<file path="config.mk">
export PLATFORM = sky130hd
export DESIGN_NAME = ram_arbiter
export DESIGN_NICKNAME = d
export VERILOG_FILES = /design/src/rtl/ram_arb_pkg.sv /design/src/rtl/ram_arb_pick.sv /design/src/rtl/ram_arbiter.sv
export SDC_FILE = /design/constraint.sdc
export NUM_CORES = 1
export LEC_CHECK = 0
export ABC_AREA = 1
export BUFFER_PORTS_ARGS = -buffer_cell sky130_fd_sc_hd__buf_4
export CORE_UTILIZATION = 23
export DETAILED_ROUTE_END_ITERATION = 10
export PLACE_DENSITY_LB_ADDON = 0.1
export REMOVE_ABC_BUFFERS = 1
export SYNTH_ARGS = -nofsm -noshare
export SYNTH_HDL_FRONTEND = slang
export SYNTH_SLANG_ARGS = --single-unit
</file>
<file path="constraint.sdc">
create_clock -name i_clk -period 0.8 [get_ports i_clk]
set_input_delay 0.04 -clock i_clk [delete_from_list [all_inputs] [get_ports i_clk]]
set_output_delay 0.04 -clock i_clk [all_outputs]
set_load 0.02 [all_outputs]
</file>
<file path="src/rtl/ram_arb_pkg.sv">
// Shared types and defaults for the two-port data RAM arbiter.
package ram_arb_pkg;

  typedef enum logic {
    PORT_A = 1'b0,
    PORT_B = 1'b1
  } port_sel_t;

  localparam int DEF_ADDR_WIDTH = 8;
  localparam int DEF_DATA_WIDTH = 16;

  // The port that is not p; used to hand priority to the loser.
  function automatic port_sel_t other_port(input port_sel_t p);
    return (p == PORT_A) ? PORT_B : PORT_A;
  endfunction

endpackage

</file>
<file path="src/rtl/ram_arb_pick.sv">
// Combinational grant picker: a lone request wins outright, a contested
// cycle is settled by prio. With no request, sel rests on PORT_A so the
// RAM mux shows port A values.
module ram_arb_pick
  import ram_arb_pkg::*;
(
  input  logic      req_a,
  input  logic      req_b,
  input  port_sel_t prio,
  output logic      gnt_a,
  output logic      gnt_b,
  output port_sel_t sel
);

  // Choose the winning port and derive the one-hot grants from it.
  always_comb begin
    sel = PORT_A;
    if (req_a && req_b) begin
      sel = prio;
    end else if (req_b) begin
      sel = PORT_B;
    end
    gnt_a = req_a && (sel == PORT_A);
    gnt_b = req_b && (sel == PORT_B);
  end

endmodule

</file>
<file path="src/rtl/ram_arbiter.sv">
// Arbiter sharing the single-port data RAM between the CPU core (port A)
// and the loader/debug requester (port B). One word per cycle, grant in
// the same cycle as the request, read data returned one cycle later.
// Optional build macro: RAM_ARB_ROUND_ROBIN_EN (alternating priority);
// without it port A always wins a contested cycle.
module ram_arbiter
  import ram_arb_pkg::*;
#(
  parameter int ADDR_WIDTH = DEF_ADDR_WIDTH,
  parameter int DATA_WIDTH = DEF_DATA_WIDTH
) (
  input  logic                  i_clk,
  input  logic                  i_reset,
  input  logic                  i_a_req,
  input  logic                  i_a_we,
  input  logic [ADDR_WIDTH-1:0] i_a_addr,
  input  logic [DATA_WIDTH-1:0] i_a_wdata,
  input  logic                  i_b_req,
  input  logic                  i_b_we,
  input  logic [ADDR_WIDTH-1:0] i_b_addr,
  input  logic [DATA_WIDTH-1:0] i_b_wdata,
  output logic                  o_a_gnt,
  output logic                  o_b_gnt,
  output logic                  o_a_rvalid,
  output logic                  o_b_rvalid,
  output logic [DATA_WIDTH-1:0] o_a_rdata,
  output logic [DATA_WIDTH-1:0] o_b_rdata,
  output logic                  o_ram_load,
  output logic [ADDR_WIDTH-1:0] o_ram_addr,
  output logic [DATA_WIDTH-1:0] o_ram_data,
  input  logic [DATA_WIDTH-1:0] i_ram_data
);

  port_sel_t prio;
  port_sel_t sel;
  port_sel_t rd_port;
  logic      rd_pend;
  logic      req_a;
  logic      req_b;
  logic      gnt_a;
  logic      gnt_b;
  logic      gnt_any;
  logic      sel_we;
  logic      rd_grant;

  // Requests are ignored while reset is held, which also forces load low.
  assign req_a = i_a_req && !i_reset;
  assign req_b = i_b_req && !i_reset;

  ram_arb_pick u_pick (
    .req_a (req_a),
    .req_b (req_b),
    .prio  (prio),
    .gnt_a (gnt_a),
    .gnt_b (gnt_b),
    .sel   (sel)
  );

  assign gnt_any  = gnt_a || gnt_b;
  assign sel_we   = (sel == PORT_B) ? i_b_we : i_a_we;
  assign rd_grant = gnt_any && !sel_we;

  assign o_a_gnt    = gnt_a;
  assign o_b_gnt    = gnt_b;
  assign o_ram_load = gnt_any && sel_we;
  assign o_ram_addr = (sel == PORT_B) ? i_b_addr  : i_a_addr;
  assign o_ram_data = (sel == PORT_B) ? i_b_wdata : i_a_wdata;

`ifdef RAM_ARB_ROUND_ROBIN_EN
  // Priority moves to the port that did not get the last grant, so a
  // waiting port is served within one cycle.
  always_ff @(posedge i_clk or posedge i_reset) begin
    if (i_reset) begin
      prio <= PORT_A;
    end else if (gnt_any) begin
      prio <= other_port(sel);
    end
  end
`else
  assign prio = PORT_A;
`endif

  // Remember which port owns the read whose data arrives next cycle.
  always_ff @(posedge i_clk or posedge i_reset) begin
    if (i_reset) begin
      rd_pend <= 1'b0;
      rd_port <= PORT_A;
    end else begin
      rd_pend <= rd_grant;
      if (rd_grant) begin
        rd_port <= sel;
      end
    end
  end

  // The RAM output is already registered; only the valid strobe is steered.
  assign o_a_rvalid = rd_pend && (rd_port == PORT_A);
  assign o_b_rvalid = rd_pend && (rd_port == PORT_B);
  assign o_a_rdata  = i_ram_data;
  assign o_b_rdata  = i_ram_data;

endmodule

</file>
# [Word-level counts from Yosys, hierarchy flattened]
# Index checks and enable logic that the tools add are counted.
[word_totals] register_bits=2 output_inout_bits=61 inputBits=70 elab_cells=21
[op_classes] n_bitwise=2 n_mux=5 n_reduce_logical=12
[ops] cell="$mux W16" count=1
[ops] cell="$logic_and A1 B1 Y1" count=9
[ops] cell="$mux W8" count=1
[ops] cell="$mux W1" count=3
[ops] cell="$logic_not A1 Y1" count=2
[ops] cell="$not A1 Y1" count=2
[ops] cell="$logic_or A1 B1 Y1" count=1

# [Longest topological paths before layout]
[depth] ltp_word=8 ltp_mapped=6 mapped_depth_nobuf=6

# [Hierarchy]
# Synthesis repeated with hierarchy kept, for this count alone.
[hier_totals] cells_unflattened=140 hier_area_um2=743.2
[modules_own_cells] mod="ram_arbiter" cells_each=134 area_each_um2=718.2 instances=1 seq_area_each_um2=50.0
[modules_own_cells] mod="ram_arb_pick" cells_each=6 area_each_um2=25.0 instances=1 seq_area_each_um2=0.0

# [Worst setup path after synthesis]
# Ideal clock, no wire load.
[synth_path] path_type="input port to output port" from="input port i_reset" to="output port o_ram_load" arrival_time_ps=804 stages=4 path_slack_ps=-44 path_buffers=0 t_required_ps=760 path_cell_list="inv_2 -> nand2_1 -> o21ai_0 -> a21boi_0"
[synth_via] elab_chain_len=8 elab_cells_between_ends=12 cone_classes="mux (3); bitwise (1); reduce/logical (8)"
[synth_lines] element="from (decl)" line="ram_arbiter.sv:13" text="input logic i_reset,"
[synth_lines] element="$logic_not A1 Y1 (no line) (*)"
[synth_lines] element="$logic_and A1 B1 Y1, on equally long branches" line="ram_arbiter.sv:48, ram_arbiter.sv:47"
[synth_lines] element="$mux W1 / $logic_and A1 B1 Y1 (equally long branches)" line="ram_arb_pick.sv:20, ram_arb_pick.sv:18"
[synth_lines] element="$mux W1" line="ram_arb_pick.sv:18" text="if (req_a && req_b) begin"
[synth_lines] element="$not A1 Y1" line="ram_arb_pick.sv:23" text="gnt_a = req_a && (sel == PORT_A);"
[synth_lines] element="$logic_and A1 B1 Y1" line="ram_arb_pick.sv:23"
[synth_lines] element="$logic_or A1 B1 Y1" line="ram_arbiter.sv:59" text="assign gnt_any = gnt_a || gnt_b;"
[synth_lines] element="$logic_and A1 B1 Y1 (*)" line="ram_arbiter.sv:65" text="assign o_ram_load = gnt_any && sel_we;"
[synth_lines] element="to (decl)" line="ram_arbiter.sv:28" text="output logic o_ram_load,"
# Mark *: on every way between the ends. The rest lies on a longest branch, timed or not.

# [Worst setup path after layout]
[layout_path] from="input port i_a_req" to="output port o_ram_data[9]"
[layout_via] elab_chain_len=4
[layout_lines] element="from (decl)" line="ram_arbiter.sv:14" text="input logic i_a_req,"
[layout_lines] element="$logic_and A1 B1 Y1" line="ram_arbiter.sv:47" text="assign req_a = i_a_req && !i_reset;"
[layout_lines] element="$logic_and A1 B1 Y1" line="ram_arb_pick.sv:18"
[layout_lines] element="$mux W1" line="ram_arb_pick.sv:18"
[layout_lines] element="$mux W16" line="ram_arbiter.sv:67" text="assign o_ram_data = (sel == PORT_B) ? i_b_wdata : i_a_wdata;"
[layout_lines] element="to (decl)" line="ram_arbiter.sv:30" text="output logic [DATA_WIDTH-1:0] o_ram_data,"
# No other way between the ends.

==> load_flow_metrics.sql <==
INSERT INTO impl_metrics (metric_group, metric, value, unit) VALUES
('final_layout', 'area_growth_syn_to_layout', '140', '%'),
('placement', 'detailedPlacementHpwl', '2200', 'um'),
('synthesis', 'synth_warnings', '0', ''),
('timing', 'min_cycle_time_layout', '0.889', 'ns'),
('route', 'detail-route-antenna-nets', '0', ''),
('cts', 'h-tree-depth', '1', ''),
('die', 'row_count', '19', ''),
('timing', 'final-setup-viol-count', '28', ''),
('placement', 'port_buffers', '82', ''),
('timing', 'grt_setup_unrepaired', 'true', ''),
('status', 'violations_in_the_final_reports', 'design-rule violations, negative setup slack', ''),
('final_layout', 'num-nets-final', '267', ''),
('synthesis', 'ys_seq_area_frac', '0.0721', ''),
('worst_setup_path', 'cpMaxStageDelayCell', 'sky130_fd_sc_hd__clkbuf_16', ''),
('status', 'run_status', 'complete, but fails checks', ''),
('worst_setup_path', 'critical_path.max_stage_delay', '0.17', 'ns'),
('worst_setup_path', 'critical_path.endpoint_type', 'output port', ''),
('cts', 'numCtsBuffers', '3', ''),
('hold_path', 'min_path_type', 'input pin to output port', ''),
('die', 'fp.dieH', '56.9', 'um'),
('power_and_ir_drop', 'vdd.ir_drop.worst', '375', 'uV'),
('worst_setup_path', 'r2r_setup_slack', '-0.04', 'ns'),
('timing', 'slew_headroom', '0.892', ''),
('die', 'num_io_pins', '131', ''),
('worst_setup_path', 'maximum_fanout_along_the_worst_path', '6', ''),
('die', 'core-area', '2810', 'sq um'),
('timing', 'skew', '0', 'ns'),
('final_layout', 'sequential_cell_area', '50.0', 'sq um'),
('die', 'die_width', '56.9', 'um'),
('synthesis', 'syn_area', '694', 'sq um'),
('timing', 'report.final.hold_viol_count', '0', ''),
('placement', 'postPlaceCellArea', '1120', 'sq um'),
('timing', 'fin_ws', '-0.0895', 'ns'),
('power_and_ir_drop', 'power_per_cell_area', '810', 'nW/um^2'),
('global_routing', 'number_of_global_route_vias_before_repair', '961', ''),
('placement', 'gp_congestion', '0.813', ''),
('worst_setup_path', 'timing.setup.critical_path_class', 'input pin to output port', ''),
('route', 'detail_route.first_pass.iterations', '9', ''),
('global_routing', 'grt_max_degree', '26', ''),
('worst_setup_path', 'worst-endpoint-required', '0.76', 'ns'),
('synthesis', 'avgSynthCellArea', '5.38', 'sq um'),
('timing', 'period_share', '1.11', ''),
('die', 'design.die.area', '3240', 'sq um'),
('route', 'drcViolationCount', '6', ''),
('cts', 'cts_root_buffer', 'sky130_fd_sc_hd__clkbuf_4', ''),
('die', 'initial_utilization', '0.248', ''),
('final_layout', 'layout_commonest_cell', 'sky130_fd_sc_hd__buf_4', ''),
('final_layout', 'commonest_cells_after_routing_fill_and_taps_aside', 'sky130_fd_sc_hd__buf_4 (61), sky130_fd_sc_hd__nand2_2 (32), sky130_fd_sc_hd__nand2_1 (28), sky130_fd_sc_hd__buf_6 (26), sky130_fd_sc_hd__nand2_4 (17)', ''),
('cts', 'cts_tree', 'yes', ''),
('final_layout', 'finish.instance_area', '1670', 'sq um'),
('worst_setup_path', 'timing.critical_path.cells', 'buf_8 -> inv_8 -> nand3_4 -> buf_12 -> clkbuf_16 -> nand2_2 -> nand2_2 -> buf_6', ''),
('final_layout', 'n_fill_cell', '268', ''),
('synthesis', 'synth.ff_latch_count', '2', ''),
('worst_setup_path', 'setup_crit_start_kind', 'input pin', ''),
('global_routing', 'grt_first_pass_wirelength', '4220', 'um'),
('route', 'route.vias.total', '1053', ''),
('final_layout', 'drive_gt1_frac', '0.795', ''),
('power_and_ir_drop', 'cellLeakagePower', '0.000907', 'uW'),
('synthesis', 'synth_cells', '129', ''),
('global_routing', 'grtUsageTotal', '0.171', ''),
('timing', 'max_clock_freq', '1.12', 'GHz'),
('worst_setup_path', 'cp_data_arrival_time', '0.85', 'ns'),
('flow_run', 'max_cap_violations', '0', ''),
('cts', 'clk_latency', '0.22', 'ns'),
('synthesis', 'synth_cell_types', '15', ''),
('cts', 'cts-root-to-sink-buffers', '2', ''),
('timing', 'worst-slew-pin-transition', '0.161', 'ns'),
('final_layout', 'num_antenna_cells', '0', ''),
('route', 'routedWlPerCell', '15.2', 'um'),
('worst_setup_path', 'timing.critical_path.mode_cell', 'sky130_fd_sc_hd__nand2_2', ''),
('global_routing', 'number_of_antenna_violations_at_the_first_check_in_global_routing', '0', ''),
('final_layout', 'multiInputGateArea', '556', 'sq um'),
('global_routing', 'gr-total-overflow', '0', ''),
('route', 'drtIter0Drc', '40', ''),
('route', 'postRouteWirelength', '3430', 'um'),
('placement', 'dp_worst_setup_slack', '-0.113', 'ns'),
('cts', 'cts.sink_count', '2', ''),
('route', 'viasPerCell', '4.66', ''),
('timing', 'maxSlewViolCount', '0', '');
[kinds of logic after synthesis]
logic type,share of synthesized area
buf+inv,0.432
simple gates,0.477
compound gates,0.0180
flops,0.0721
[area by class of cell]
cell class / count / share of cell area
tap: 31 / 0.0233
sequential: 2 / 0.0300
timing repair inverter: 3 / 0.0188
multi-input combinational: 85 / 0.333
clock buffer: 3 / 0.0135
timing repair buffer: 96 / 0.553
inverter: 6 / 0.0285
[registers in the layout (all words and copies together) (netlist names)]
| name | cells |
|---|---|
| rd_pend | 1 |
| rd_port | 1 |
[power by group]
| part | internal [uW] | switching (uW) | leakage [uW] | total (uW) |
|---|---|---|---|---|
| Clock | 166 | 64.0 | 0.0000138 | 230 |
| Combinational | 552 | 449 | 0.000868 | 1000 |
| Sequential | 112 | 6.04 | 0.0000260 | 118 |
[stage by stage]
stage          cells  TNS [ns]  power (uW)  utilization  hold WS, ns
2_1_floorplan     93     -1.63         396            -       -0.204
3_3_place_gp     211     -2.17         807        0.401       0.0802
4_1_cts          216     -1.03        1150        0.451       0.0802
3_5_place_dp     211     -2.40         811        0.401       0.0802
6_report         226     -1.74        1350        0.594       0.0801
5_1_grt          226     -2.78        1450        0.594       0.0802
[Yosys cell counts (all sizes together)]
library cell / number / area share
a21boi: 1 / 0.011
dfrtp: 2 / 0.072
nand3: 2 / 0.032
nor2: 2 / 0.011
nand2: 77 / 0.42
inv: 6 / 0.036
or2: 1 / 0.0090
o21ai: 1 / 0.0072
buf: 36 / 0.40
nand4: 1 / 0.0090
[per-layer routing]
| metal | vias up | track usage | routed length (um) |
|---|---|---|---|
| li1 | 488 | - | - |
| met1 | 471 | 0.192 | 1290 |
| met2 | 92 | 0.218 | 1530 |
| met3 | 2 | 0.170 | 604 |
| met4 | 0 | 0.0418 | 7 |
| met5 | - | 0.0794 | 0 |
[critical path, delay by kind of cell]
family	cells	cell delay, ns
buffers and inverters	5	0.60
and+or+nand+nor	3	0.20
[final timing paths]
path	start	endpoint	cells past startpoint
max	i_a_req	o_ram_data[9]	8
min	i_ram_data[5]	o_a_rdata[5]	0
max reg2reg	rd_port$_DFFE_PP0P_	rd_port$_DFFE_PP0P_	4
min reg2reg	rd_port$_DFFE_PP0P_	rd_port$_DFFE_PP0P_	4
max in group asynchronous	i_reset	rd_port$_DFFE_PP0P_	5
min in group asynchronous	i_reset	rd_pend$_DFF_PP0_	5
[timing repair]
item / CTS / global route
gates cloned: 0 / 7
pin swaps: 3 / 22
setup endpoints to repair: 28 / 27
buffers inserted: 1 / 4
hold buffers: 1 / 0
hold endpoints to repair: 2 / 0
resized for setup: 31 / 79
Power figures use the tool's default switching activity.
